[config.mk]
export PLATFORM = sky130hd
export DESIGN_NAME = bus_bridge_target_if
export DESIGN_NICKNAME = d
export VERILOG_FILES = /design/src/rtl/bus_bridge_target_if.sv
export SDC_FILE = /design/constraint.sdc
export NUM_CORES = 1
export LEC_CHECK = 0
export CORE_MARGIN = 4
export CORE_UTILIZATION = 55
export DETAILED_ROUTE_END_ITERATION = 8
export DONT_BUFFER_PORTS = 1
export GPL_ROUTABILITY_DRIVEN = 0
export MAX_ROUTING_LAYER = met4
export PLACE_DENSITY = 0.77
export SLEW_MARGIN = 20
export SYNTH_ARGS = -nofsm -noshare
export SYNTH_HDL_FRONTEND = slang
export SYNTH_SLANG_ARGS = --single-unit
[constraint.sdc]
create_clock -name clk -period 1.8 [get_ports clk]
set_clock_uncertainty 0.2 [all_clocks]
set_input_delay 0.18 -clock clk [delete_from_list [all_inputs] [get_ports clk]]
set_output_delay 0.18 -clock clk [all_outputs]
set_load 0.03 [all_outputs]
[src/rtl/bus_bridge_target_if.sv]
// Target-side end of the bus bridge: captures a bus transaction, forwards it to the
// bridge core and returns the response. Optional split support: BUS_BRIDGE_TARGET_SPLIT_EN.
package bus_bridge_pkg;

  typedef struct packed {
    logic [15:0] addr;
    logic [7:0]  write_data;
    logic        is_write;
  } bus_bridge_req_t;

  typedef struct packed {
    logic       is_write;
    logic [7:0] read_data;
  } bus_bridge_resp_t;

endpackage

module bus_bridge_target_if
  import bus_bridge_pkg::*;
#(
  parameter int unsigned SPLIT_TIMEOUT = 8
) (
  input  logic             clk,
  input  logic             rst_n,
  output logic             req_valid,
  input  logic             req_ready,
  output bus_bridge_req_t  req_payload,
  input  logic             resp_valid,
  output logic             resp_ready,
  input  bus_bridge_resp_t resp_payload,
  input  logic             s_select,
  input  logic [15:0]      s_address_in,
  input  logic             s_address_in_valid,
  input  logic [7:0]       s_data_in,
  input  logic             s_data_in_valid,
  input  logic             s_rw,
  output logic             s_ready,
  output logic [7:0]       s_data_out,
  output logic             s_data_out_valid,
  output logic             s_ack,
  output logic             s_split_ack,
  output logic             s_split_req,
  input  logic             s_split_grant
);

  localparam int unsigned DATA_W = 8;
  localparam int unsigned CNT_W  = 8;

  // T_ACK is the cycle in which s_ack is visible; the bus is released after it.
`ifdef BUS_BRIDGE_TARGET_SPLIT_EN
  typedef enum logic [2:0] {
    T_IDLE, T_REQ, T_WAIT_RESP, T_RESP, T_ACK, T_SPLIT_WAIT, T_SPLIT_REQ
  } state_t;
`else
  typedef enum logic [2:0] {
    T_IDLE, T_REQ, T_WAIT_RESP, T_RESP, T_ACK
  } state_t;
`endif

  state_t              state_q, state_n;
  bus_bridge_req_t     req_q, req_n;
  logic                req_valid_q, req_valid_n;
  logic                resp_ready_q, resp_ready_n;
  logic [DATA_W-1:0]   rdata_q, rdata_n;
  logic [DATA_W-1:0]   s_data_out_q, s_data_out_n;
  logic                s_data_out_valid_q, s_data_out_valid_n;
  logic                s_ack_q, s_ack_n;
  logic                s_ready_q, s_ready_n;
  logic                addr_cap_q, addr_cap_n;
  logic                data_cap_q, data_cap_n;
`ifdef BUS_BRIDGE_TARGET_SPLIT_EN
  logic [CNT_W-1:0]    cnt_q, cnt_n;
  logic                split_ack_q, split_ack_n;
  logic                split_req_q, split_req_n;
`endif

  // Response direction is not checked; split inputs are idle in the default build.
  logic unused_c;
  assign unused_c = ^{resp_payload.is_write, s_split_grant, CNT_W'(SPLIT_TIMEOUT)};

  // Next-state and next-output logic
  always_comb begin
    state_n            = state_q;
    req_n              = req_q;
    req_valid_n        = req_valid_q;
    resp_ready_n       = resp_ready_q;
    rdata_n            = rdata_q;
    s_data_out_n       = s_data_out_q;
    s_data_out_valid_n = 1'b0;
    s_ack_n            = 1'b0;
    addr_cap_n         = addr_cap_q;
    data_cap_n         = data_cap_q;
`ifdef BUS_BRIDGE_TARGET_SPLIT_EN
    cnt_n              = cnt_q;
    split_ack_n        = 1'b0;
    split_req_n        = split_req_q;
`endif

    case (state_q)
      T_IDLE: begin
        if (addr_cap_q && (data_cap_q || !req_q.is_write)) begin
          state_n     = T_REQ;
          req_valid_n = 1'b1;
        end else begin
          if (s_select && s_address_in_valid) begin
            req_n.addr     = s_address_in;
            req_n.is_write = s_rw;
            addr_cap_n     = 1'b1;
          end
          if (s_select && s_data_in_valid) begin
            req_n.write_data = s_data_in;
            data_cap_n       = 1'b1;
          end
        end
      end
      T_REQ: begin
        if (req_valid_q && req_ready) begin
          req_valid_n  = 1'b0;
          resp_ready_n = 1'b1;
          state_n      = T_WAIT_RESP;
`ifdef BUS_BRIDGE_TARGET_SPLIT_EN
          cnt_n        = '0;
`endif
        end
      end
      T_WAIT_RESP: begin
        if (resp_valid) begin
          rdata_n      = resp_payload.read_data;
          resp_ready_n = 1'b0;
          state_n      = T_RESP;
`ifdef BUS_BRIDGE_TARGET_SPLIT_EN
        end else if (cnt_q == CNT_W'(SPLIT_TIMEOUT - 1)) begin
          split_ack_n = 1'b1;
          state_n     = T_SPLIT_WAIT;
        end else begin
          cnt_n = cnt_q + CNT_W'(1);
`endif
        end
      end
      T_RESP: begin
        if (!req_q.is_write) begin
          s_data_out_n       = rdata_q;
          s_data_out_valid_n = 1'b1;
        end
        s_ack_n = 1'b1;
        state_n = T_ACK;
      end
      T_ACK: begin
        addr_cap_n = 1'b0;
        data_cap_n = 1'b0;
        state_n    = T_IDLE;
      end
`ifdef BUS_BRIDGE_TARGET_SPLIT_EN
      T_SPLIT_WAIT: begin
        resp_ready_n = 1'b1;
        if (resp_valid) begin
          rdata_n      = resp_payload.read_data;
          resp_ready_n = 1'b0;
          split_req_n  = 1'b1;
          state_n      = T_SPLIT_REQ;
        end
      end
      T_SPLIT_REQ: begin
        if (s_split_grant) begin
          split_req_n = 1'b0;
          state_n     = T_RESP;
        end
      end
`endif
      default: begin
        state_n      = T_IDLE;
        req_valid_n  = 1'b0;
        resp_ready_n = 1'b0;
        addr_cap_n   = 1'b0;
        data_cap_n   = 1'b0;
`ifdef BUS_BRIDGE_TARGET_SPLIT_EN
        split_req_n  = 1'b0;
`endif
      end
    endcase

    s_ready_n = (state_n == T_IDLE);
  end

  // State and output registers
  always_ff @(posedge clk or negedge rst_n) begin
    if (!rst_n) begin
      state_q            <= T_IDLE;
      req_q              <= '0;
      req_valid_q        <= 1'b0;
      resp_ready_q       <= 1'b0;
      rdata_q            <= '0;
      s_data_out_q       <= '0;
      s_data_out_valid_q <= 1'b0;
      s_ack_q            <= 1'b0;
      s_ready_q          <= 1'b1;
      addr_cap_q         <= 1'b0;
      data_cap_q         <= 1'b0;
`ifdef BUS_BRIDGE_TARGET_SPLIT_EN
      cnt_q              <= '0;
      split_ack_q        <= 1'b0;
      split_req_q        <= 1'b0;
`endif
    end else begin
      state_q            <= state_n;
      req_q              <= req_n;
      req_valid_q        <= req_valid_n;
      resp_ready_q       <= resp_ready_n;
      rdata_q            <= rdata_n;
      s_data_out_q       <= s_data_out_n;
      s_data_out_valid_q <= s_data_out_valid_n;
      s_ack_q            <= s_ack_n;
      s_ready_q          <= s_ready_n;
      addr_cap_q         <= addr_cap_n;
      data_cap_q         <= data_cap_n;
`ifdef BUS_BRIDGE_TARGET_SPLIT_EN
      cnt_q              <= cnt_n;
      split_ack_q        <= split_ack_n;
      split_req_q        <= split_req_n;
`endif
    end
  end

  assign req_valid        = req_valid_q;
  assign req_payload      = req_q;
  assign resp_ready       = resp_ready_q;
  assign s_ready          = s_ready_q;
  assign s_data_out       = s_data_out_q;
  assign s_data_out_valid = s_data_out_valid_q;
  assign s_ack            = s_ack_q;
`ifdef BUS_BRIDGE_TARGET_SPLIT_EN
  assign s_split_ack      = split_ack_q;
  assign s_split_req      = split_req_q;
`else
  assign s_split_ack      = 1'b0;
  assign s_split_req      = 1'b0;
`endif

endmodule

Word level (Yosys, flattened, before mapping). Cells that the tools add are included.

Reduce and logical (&&, ||, !) cells: 19. Add/sub/neg operators: 0. Order comparisons: 0. Shift-type cells: 0. Multiplexer cells: 19. Equal/unequal tests: 10. Multiply operators: 0. Bitwise operators: 5. Div/mod/pow operators: 0.

Operator list (number): AND reduction 3 bit (6); != test 2 bit, second input constant (6); case mux 3 bit (4 select lines) (1); two-way mux 1 bit (11); two-way mux 3 bit (3); OR reduction 3 bit (3); equality test 3 x 2 -> 1 bit, second input constant (2); zero test 3 bit (2); case mux 1 bit (3 select lines) (2); inverter 1 bit (5); logical AND 1 bit (4); case mux 1 bit (2 select lines) (2); AND reduction 2 bit (2); equality test 3 x 1 -> 1 bit, second input constant (1); equality test 3 bit, second input constant (1); zero test 1 bit (1); logical OR 1 bit (1).

Memory bits (read-only): 0. Word-level logic and storage cells: 66. Input bits: 42. Output and inout port bits: 40. Register bits: 51. Bits in writable memories: 0. Memories: 0. Bits in latches: 0.

Longest topological paths before layout.
Word-level depth: 6. Mapped depth: 6. Gate-level depth less buffers: 4.

Least setup slack after synthesis. Ideal clock, no wire load.

Path kind: reg-to-reg. Start: reg req_q, in the netlist req_payload[0]. End: reg req_q, in the netlist req_payload[14]. Arrival: 1.696 ns. Setup slack: -0.220 ns. Library setup time: 0.125 ns. Data required time: 1.475 ns. Clock period less this slack: 2.020 ns. Path buffers: 2. Cell stages (with the launch flop): 7. Cells stage by stage: dfrtp_1 -> nand2b_1 -> a21oi_1 -> and4_1 -> buf_4 -> buf_6 -> mux2_2.

Cells in the longest elaborated chain, start to end: 5.

RTL lines: from (decl) (RTL line 61) `bus_bridge_req_t req_q, req_n;`; from (signal assigned) (RTL line 206) `req_q <= req_n;`; zero test 1 bit; logical OR 1 bit (RTL line 101) `if (addr_cap_q && (data_cap_q || !req_q.is_write)) begin`; logical AND 1 bit (RTL line 101); inverter 1 bit (no line); AND reduction 3 bit (no line).

No other way between the ends. A chain may end at the register's enable or synchronous reset.

Final worst setup path.
Start: reg data_cap_q. End: reg req_q, in the netlist req_payload[17].

Cells in the longest elaborated chain, start to end: 4.

RTL lines: from (decl) (RTL line 70) `logic data_cap_q, data_cap_n;`; from (signal assigned) (RTL line 215) `data_cap_q <= data_cap_n;`; logical OR 1 bit (RTL line 101); logical AND 1 bit (RTL line 101); inverter 1 bit (no line); AND reduction 3 bit (no line).

No other way between the ends.

==> flow_summary.ini <==
[setup_path]
crit_type = reg -> reg
ff2ff_path_depth = 5
rrSetupSlack_ns = 0.03
endpoint_kind = flip-flop
cp_max_fo = 4
critPathRequiredTime_ns = 1.86
regToRegStartpoint = data_cap_q
critPathLaunch = data_cap_q
endpoint = req_payload[17]
crit_arrival_ns = 1.84
startpoint_type = flip-flop
regToRegEndpoint = req_payload[17]

[power]
power_density_nw_per_um2 = 1800
cellLeakagePower_nw = 1.223
p_int_mw = 2.802
p_clk_frac = 0.117
swShare = 0.4308
p_switching_mw = 2.121
ir_drop_v = 0.001106
power_frac_seq = 0.590
combinationalPowerShare = 0.292
power.total_mw = 4.923

[grt]
grt_max_degree = 52
grt-ovfl-total = 0
grtUsageTotal = 0.2174
antenna_found_initial = 0
grt_pass1_vias = 1414
grt_pass1_wl_um = 6920

[timing]
setup_slack_ns = 0.02753
max_freq_mhz = 564.2
final_hold_viol_count = 0
fin_crit_ns = 1.772
setup_violations = 0
grt_setup_unrepaired = yes
timing.final.crit_share = 0.9847
drv_slew = 0
fin_tns_setup_ns = 0
holdWs_ns = 0.07503

[detailed_routing]
first_pass_iters = 4
vias = 1298
ant_nets = 0
vias_per_cell = 5.547
wl_per_cell_um = 20.39
drc = 0
drt_iter0_markers = 81
drt-total-wl_um = 4771

[cts]
clockBufferDepth = 2
clk_pin_slew_worst_paths_ns = 0.13
clock-sinks = 51
worstSkewPairLatency_ns = 0.37
numCtsBuffers = 5
clockRootBuffer = clkbuf_4
tritoncts = built
htreeDepth = 2

[finish]
area_growth_syn_to_layout_pct = 36.97
stdcell_count = 234
fin_util = 0.8007
fin_area_um2 = 2735
n_fill_cell = 196
antenna_cells = 0
drive_gt1_frac = 0.3883
num-nets-final = 229

[synth]
synthArstFlopShare = 1.000
ys_ff_latch = 51
synth_top_area_share = 0.6266
synth_top_area_cell = dfrtp_1
synth_edf_count = 0
synthesis.area_um2 = 1997
avgSynthCellArea_um2 = 15.01
ys_warn_count = 0
yosysSeqAreaShare = 0.6397
synth_cell_types = 26
ys_top_cells_by_count = dfrtp_1 (50), mux2_2 (39), a21oi_1 (4), buf_4 (4), nor2_1 (4)
synthFlopType = dfrtp_1
synthMostInstantiatedCell = dfrtp_1
syn_inst = 133
synthTopCellsByArea = dfrtp_1 (63%), mux2_2 (22%), buf_4 (1.5%)

[die]
fp.dieW_um = 68.26
num_rows = 21
dieArea_um2 = 4659
start_util = 0.5846
die_h_um = 68.26
fp.coreArea_um2 = 3416
ios = 82

[placement]
place_area_um2 = 2150
place_ws_ns = -0.02240
io_buffers = 0
place_hpwl_um = 2843
placedCellCount = 183

[run]
maxCapViolCount = 0

[status]
outcome = finished clean

[worst_hold_path]
min_path_type = in -> reg
hold_path_startpoint = s_select
metal layers:
metal  global-route usage  wire (um)  up-vias
met4              0.09677         56        0
met1               0.2193       1839      664
met5                    -          0        -
met2               0.3863       2458       57
li1                     -          -      572
met3              0.06404        417        5
critical path: stages, from the launching register on:
cell	delay (ns)
dfrtp_1	0.41
nand2b_4	0.16
a21oi_4	0.13
and4_4	0.31
clkbuf_16	0.17
mux2_4	0.30
power groups by stage:
stage	Combinational (mW)	Sequential, mW	Clock, mW
2_1_floorplan	0.880	2.81	0
3_3_place_gp	1.08	2.86	0
3_5_place_dp	1.15	2.90	0
4_1_cts	1.36	2.89	0.594
5_1_grt	1.56	2.98	0.639
6_report	1.44	2.91	0.578
how the worst min path moves through the flow:
| stage | slack, ns | cells past startpoint | end |
|---|---|---|---|
| floorplan | -0.32 | 0 | addr_cap_q |
| global placement | -0.31 | 0 | req_payload[20] |
| detailed placement | -0.31 | 0 | req_payload[20] |
| CTS | 0.07 | 3 | data_cap_q |
| global route | 0.07 | 3 | data_cap_q |
| finish | 0.08 | 3 | data_cap_q |
final cells by class:
type                       instances  area [um2]  area share
timing repair buffer              53       575.6      0.2104
inverter                           4       15.01    0.005489
multi-input combinational         72       734.5      0.2685
tap                               46       57.56     0.02104
clock buffer                       7       65.06     0.02379
clock inverter                     1       7.507    0.002745
sequential                        51        1280      0.4680
logic make-up after synthesis:
group                  Yosys count  synth area share
flip-flops                      51            0.6397
multiplexers                    41            0.2312
AND/OR/NAND/NOR                 18           0.06015
AO/OA/AOI/OAI                   11           0.03383
buffers and inverters           11           0.03321
other                            1          0.001878
placed cells by master (no fill, tap or decap), types with 2 or more instances in the layout:
| master | count |
|---|---|
| a21o_1 | 2 |
| a21oi_1 | 3 |
| a31oi_1 | 2 |
| buf_12 | 2 |
| buf_16 | 2 |
| buf_4 | 10 |
| clkbuf_4 | 5 |
| clkbuf_8 | 2 |
| conb_1 | 2 |
| dfrtp_1 | 48 |
| dfrtp_2 | 2 |
| dlygate4sd3_1 | 38 |
| inv_1 | 2 |
| inv_2 | 2 |
| mux2_1 | 2 |
| mux2_2 | 24 |
| mux2_4 | 15 |
| nand3_1 | 3 |
| nor2_1 | 4 |
| nor2b_1 | 2 |
| nor3_1 | 2 |
state kept, by name, indices dropped and copies added, names as in the netlist:
name	flops
s_ack	1
s_data_out	8
resp_ready	1
s_ready	1
state_q	3
data_cap_q	1
req_payload	25
rdata_q	8
s_data_out_valid	1
addr_cap_q	1
req_valid	1
repair_timing:
action / in CTS / in global routing
hold endpoints to repair: 89 / 0
setup buffers: 2 / 0
hold buffers: 39 / 0
endpoints found under the setup margin: 9 / 9
cloned: 1 / 1
resized for setup: 5 / 6
pin swaps: 2 / 2
No activity file was read; power rests on OpenSTA's default activity.
